<file path="config.mk">
export PLATFORM = sky130hd
export DESIGN_NAME = rr_lock_arbiter
export DESIGN_NICKNAME = d
export VERILOG_FILES = /design/src/rtl/rr_lock_arb_pkg.sv /design/src/rtl/prio_pick_msb.sv /design/src/rtl/rr_lock_arbiter.sv
export SDC_FILE = /design/constraint.sdc
export NUM_CORES = 1
export LEC_CHECK = 0
export CAP_MARGIN = 0
export CORE_MARGIN = 2
export CORE_UTILIZATION = 38
export DETAILED_ROUTE_END_ITERATION = 8
export PLACE_DENSITY = 0.68
export SLEW_MARGIN = 40
export SYNTH_ARGS = -nofsm -noshare
export SYNTH_HDL_FRONTEND = slang
export SYNTH_SLANG_ARGS = --single-unit
</file>
<file path="constraint.sdc">
create_clock -name clk -period 1.7 [get_ports clk]
set_input_delay 0.255 -clock clk [delete_from_list [all_inputs] [get_ports clk]]
set_output_delay 0.255 -clock clk [all_outputs]
set_load 0.01 [all_outputs]
</file>
<file path="src/rtl/rr_lock_arb_pkg.sv">
// rtl/rr_lock_arb_pkg.sv - shared types, defaults and helpers for rr_lock_arbiter
package rr_lock_arb_pkg;

    typedef enum logic {
        IDLE = 1'b0,
        BUSY = 1'b1
    } state_t;

    localparam int DEF_SIZE     = 4;
    localparam int DEF_HOLD_CYC = 16;
    localparam int MAX_SIZE     = 64;

    // Binary index of a one-hot vector; callers zero-extend narrower vectors.
    function automatic logic [31:0] onehot_to_idx(input logic [MAX_SIZE-1:0] vec);
        logic [31:0] idx;
        idx = '0;
        for (int i = 0; i < MAX_SIZE; i++) begin
            if (vec[i]) begin
                idx = idx | 32'(i);
            end
        end
        return idx;
    endfunction

endpackage

</file>
<file path="src/rtl/prio_pick_msb.sv">
// rtl/prio_pick_msb.sv - combinational one-hot pick of the highest set bit
module prio_pick_msb #(
    parameter int SIZE = 4
) (
    input  logic [SIZE-1:0] vec,
    output logic [SIZE-1:0] onehot
);

    // Ascending scan: the last (highest) set bit overwrites any lower pick.
    always_comb begin
        onehot = '0;
        for (int i = 0; i < SIZE; i++) begin
            if (vec[i]) begin
                onehot    = '0;
                onehot[i] = 1'b1;
            end
        end
    end

endmodule

</file>
<file path="src/rtl/rr_lock_arbiter.sv">
// rtl/rr_lock_arbiter.sv - registered round-robin arbiter with grant locking
// Optional forced release after HOLD_CYC busy cycles: RR_LOCK_ARB_HOLD_TIMEOUT_EN
module rr_lock_arbiter
    import rr_lock_arb_pkg::*;
#(
    parameter int SIZE     = DEF_SIZE,
    parameter int HOLD_CYC = DEF_HOLD_CYC,
    parameter int ID_W     = $clog2(SIZE)
) (
    input  logic            clk,
    input  logic            rst,
    input  logic [SIZE-1:0] req,
    input  logic            ready,
    input  logic            last,
    output logic [SIZE-1:0] gnt,
    output logic            gnt_valid,
    output logic [ID_W-1:0] gnt_id,
    output logic            timeout
);

    if (SIZE < 2 || SIZE > MAX_SIZE || HOLD_CYC < 1) begin : g_param_check
        $error("rr_lock_arbiter: unsupported SIZE or HOLD_CYC");
    end

    state_t          state_q, state_d;
    logic [ID_W-1:0] ptr_q, ptr_d;
    logic [SIZE-1:0] gnt_q, gnt_d;
    logic [ID_W-1:0] gnt_id_q, gnt_id_d;
    logic            valid_q, valid_d;

    logic [SIZE-1:0] mask, masked, pick_m, pick_r, winner;
    logic [ID_W-1:0] win_idx;
    logic            rel_beat;
    logic            hold_hit;

    // Bits strictly below ptr get first chance, so the last winner ranks lowest.
    always_comb begin
        mask = '0;
        for (int i = 0; i < SIZE; i++) begin
            mask[i] = (i < int'(ptr_q));
        end
    end

    assign masked = req & mask;

    prio_pick_msb #(.SIZE(SIZE)) u_pick_masked (.vec(masked), .onehot(pick_m));
    prio_pick_msb #(.SIZE(SIZE)) u_pick_raw    (.vec(req),    .onehot(pick_r));

    assign winner   = (|masked) ? pick_m : pick_r;
    assign win_idx  = ID_W'(onehot_to_idx(MAX_SIZE'(winner)));
    assign rel_beat = ready & last;

`ifdef RR_LOCK_ARB_HOLD_TIMEOUT_EN
    localparam int CW = $clog2(HOLD_CYC + 1);
    logic [CW-1:0] hold_cnt;
    logic          timeout_q;

    // Held at zero while idle, so every BUSY entry starts counting from 0.
    always_ff @(posedge clk) begin
        if (rst) begin
            hold_cnt  <= '0;
            timeout_q <= 1'b0;
        end else begin
            hold_cnt  <= (state_q == IDLE) ? '0 : hold_cnt + 1'b1;
            timeout_q <= (state_q == BUSY) && !rel_beat && hold_hit;
        end
    end

    assign hold_hit = (state_q == BUSY) && (hold_cnt == CW'(HOLD_CYC - 1));
    assign timeout  = timeout_q;
`else
    assign hold_hit = 1'b0;
    assign timeout  = 1'b0;
`endif

    always_ff @(posedge clk) begin
        if (rst) begin
            state_q  <= IDLE;
            ptr_q    <= '0;
            gnt_q    <= '0;
            gnt_id_q <= '0;
            valid_q  <= 1'b0;
        end else begin
            state_q  <= state_d;
            ptr_q    <= ptr_d;
            gnt_q    <= gnt_d;
            gnt_id_q <= gnt_id_d;
            valid_q  <= valid_d;
        end
    end

    always_comb begin
        state_d = state_q;
        case (state_q)
            IDLE: if (|req) state_d = BUSY;
            BUSY: if (rel_beat || hold_hit) state_d = IDLE;
            default: state_d = IDLE;
        endcase
    end

    // Any release leaves ptr alone; a forced release thus keeps the owner lowest.
    always_comb begin
        gnt_d    = '0;
        gnt_id_d = '0;
        valid_d  = 1'b0;
        ptr_d    = ptr_q;
        case (state_q)
            IDLE: begin
                if (|req) begin
                    gnt_d    = winner;
                    gnt_id_d = win_idx;
                    valid_d  = 1'b1;
                    ptr_d    = win_idx;
                end
            end
            BUSY: begin
                if (!(rel_beat || hold_hit)) begin
                    gnt_d    = gnt_q;
                    gnt_id_d = gnt_id_q;
                    valid_d  = 1'b1;
                end
            end
            default: ;
        endcase
    end

    assign gnt       = gnt_q;
    assign gnt_id    = gnt_id_q;
    assign gnt_valid = valid_q;

endmodule

</file>
==> flow_summary_export.csv, run 1 <==
group,metric,value,unit
outcome,outcome,"finished clean",
worst_setup_path,cp_num_cells,1,
worst_setup_path,arrival,1.31,ns
worst_setup_path,slowest_delay,0.59,ns
clock_tree,numCtsBuffers,3,
floorplan,coreArea,1320,um^2
clock_tree,clock_latency,0.25,ns
global_routing,grt_pass1_vias,484,
logic_synthesis,synthesis.nets,73,
global_routing,grt-ovfl-total,0,
worst_setup_path,worstPathMaxFanout,8,
clock_tree,cts_sinks,9,
place,hpwl,952,um
worst_setup_path,required,1.44,ns
clock_tree,cts_resized,0,
floorplan,die_h,41.8,um
worst_setup_path,worstPathCellList,"clkdlybuf4s50_1",
detailed_routing,avgRoutedWirePerCell,13.0,um
detailed_routing,met2_length,628,um
worst_setup_path,ff2ff_setup_slack,0.33,ns
worst_setup_path,worstSetupPathType,"register to primary output",
sta,post-route-period-util,0.922,
min_path,holdCritPathClass,"register to register",
sta,hold_violations,0,
final_layout,nets,93,
clock_tree,path_clk_slew,0.06,ns
clock_tree,root_buffer,"clkbuf_4",
final_layout,synthToLayoutAreaGrowth,37.3,%
clock_tree,cts_hold_buffers,0,
final_layout,finalNonFillerCells,99,
final_layout,drive_above_1_share,0.167,
floorplan,start_util,0.412,
worst_setup_path,cp_num_buf_inv,1,
sta,layout_setup_ws,0.132,ns
logic_synthesis,avgSynthCellArea,8.35,um^2
run,cap_violations,0,
final_layout,final_cell_mix,"clkdlybuf4s50_1 (14), dfxtp_1 (9), buf_4 (7), inv_1 (5), a21oi_1 (5)",
detailed_routing,drt_iter0_drc,11,
detailed_routing,ant_nets,0,
sta,period_needed,1.57,ns
worst_setup_path,cpLargestDelayFamily,"buffers and inverters",
sta,timing.final.max_slew_violations,0,
global_routing,grt_pass1_wl,2.17,mm
logic_synthesis,syn_area,543,um^2
final_layout,antenna_cells,0,
worst_setup_path,cp-startpoint,"gnt_valid$_SDFF_PP0_",
logic_synthesis,syn_inst,65,
worst_setup_path,critPathCaptureType,"primary output",
global_routing,grt_util_all_layers,0.158,
logic_synthesis,ys_types,34,
sta,fmaxAchievable,0.638,GHz
final_layout,final_common_cell,"clkdlybuf4s50_1",
clock_tree,cts_tree,"built",
detailed_routing,met1_length,582,um
final_layout,multi_input_area,309,um^2
worst_setup_path,reg2reg_from,"ptr_q[1]$_SDFFE_PP0P_",
worst_setup_path,worstRegToRegCells,3,
sta,rsz0062_at_grt,"false",
worst_setup_path,cpMaxStageDelayCell,"clkdlybuf4s50_1",
place,dp_slack,0.0883,ns
detailed_routing,totalWireLength,1.28,mm
floorplan,dieWidth,41.8,um
detailed_routing,drt-pass1-iter-count,4,
power,p_per_area,764,nW/um^2
logic_synthesis,ys_warn_count,0,
power,power_leakage,0.000284,uW
global_routing,antenna_found_initial,0,
logic_synthesis,ys_seq_area_frac,0.332,
logic_synthesis,synth-seq-cells,9,
final_layout,fillers,127,
place,portBuffers,14,
worst_setup_path,crit_path_end,"gnt_valid",
place,gp_congestion,0.813,
sta,finalClockSkew,0.00144,ns
place,placed_cells,95,
floorplan,ios,16,
detailed_routing,dr_wl_met3,71,um
floorplan,rows,13,
clock_tree,ctsLongestPathBuffers,2,
detailed_routing,vias,560,
worst_setup_path,start_kind,"register",
power,ir_drop,0.570,mV
global_routing,grt_max_degree,16,
detailed_routing,drc,0,
final_layout,area.sequential,180,um^2
clock_tree,post-cts-setup-buffer-count,0,
floorplan,fp.dieArea,1750,um^2
sta,fin_tns_setup,0,ns
worst_setup_path,r2r_end,"gnt[0]$_SDFFE_PP0P_",
detailed_routing,routed.top_layer,"met3",
detailed_routing,viasPerCell,5.66,
sta,setup_viol,0,
clock_tree,cts_htree_levels,1,
## routing by layer
layer	GRT usage	up-vias
met3	0.0696	0
met1	0.189	266
met4	0.0194	0
li1	-	278
met2	0.266	16
met5	0	-
## cell families after synthesis
group / synth area share
other: 0.00691
muxes: 0.0184
and+or+nand+nor: 0.203
buffers and inverters: 0.0991
DFF: 0.332
AOI/OAI and AO/OA: 0.341
## metrics by stage
step	power, uW	hold slack [ns]	util	cell area, um^2
after floorplan	345	0.437	-	543
after global placement	414	0.443	0.546	719
after detailed placement	417	0.451	0.546	719
after CTS	581	0.459	0.566	746
after global routing	609	0.471	0.566	746
final	569	0.457	0.566	746
## worst min path at each step
stage	from	end	slack (ns)	cells past startpoint
6_report	gnt_id[1]$_SDFFE_PP0P_	gnt_id[1]$_SDFFE_PP0P_	0.46	2
5_1_grt	gnt[3]$_SDFFE_PP0P_	gnt[3]$_SDFFE_PP0P_	0.47	2
4_1_cts	gnt_id[1]$_SDFFE_PP0P_	gnt_id[1]$_SDFFE_PP0P_	0.46	2
3_5_place_dp	gnt_id[1]$_SDFFE_PP0P_	gnt_id[1]$_SDFFE_PP0P_	0.45	2
3_3_place_gp	gnt[3]$_SDFFE_PP0P_	gnt[3]$_SDFFE_PP0P_	0.44	2
2_1_floorplan	req[1]	gnt[1]$_SDFFE_PP0P_	0.44	2
## cells in the mapped netlist
library cell	instances	area, um^2
a211oi_1	2	15.0
a21boi_1	1	7.51
a21oi_1	5	25.0
a22oi_1	1	7.51
a2bb2oi_1	2	17.5
and2_1	2	12.5
and3_4	1	11.3
and4b_1	1	10.0
buf_2	1	5.00
buf_4	1	7.51
buf_6	1	11.3
clkbuf_1	3	11.3
conb_1	1	3.75
dfxtp_1	9	180
inv_1	5	18.8
mux2i_1	1	10.0
nand2_1	3	11.3
nand2b_1	1	6.26
nand3b_1	4	30.0
nor2_1	3	11.3
nor4_1	1	6.26
o2111ai_1	1	8.76
o21ai_0	3	15.0
o21ai_1	1	5.00
o21ai_2	1	8.76
o21ba_2	1	10.0
o21bai_1	1	7.51
o221ai_1	1	8.76
o22ai_1	1	6.26
o31ai_1	2	15.0
o32a_1	1	10.0
o32ai_1	1	8.76
o41ai_1	1	8.76
or4_4	1	11.3
## sequential cells by signal, summed over array words and instances (netlist names)
signal,count
gnt,4
gnt_id,2
ptr_q,2
gnt_valid,1
## cell type report
class                      instances  share of cell area
timing repair buffer              21               0.258
sequential                         9               0.242
tap                               15              0.0252
multi-input combinational         45               0.414
inverter                           5              0.0252
clock buffer                       4              0.0352
## worst register-to-register path, cell delays in order, from the launching register on
cell     delay (ns)
dfxtp_1        0.44
and3_4         0.25
or4_4          0.48
o21ai_2        0.13
## where the power goes
group / switching (uW) / total [uW] / internal [uW]
Combinational: 66.1 / 154 / 88.3
Clock: 68.0 / 158 / 90.0
Sequential: 26.1 / 257 / 231
Total: 160 / 569 / 409
Power figures use the tool's default switching activity.
==> inputs of run 2 (changes only) <==
- CTS_CLUSTER_SIZE: not set -> 25
==> results of run 2 <==
Same layout as run 1: the final DEF is identical, and so are final timing and power.
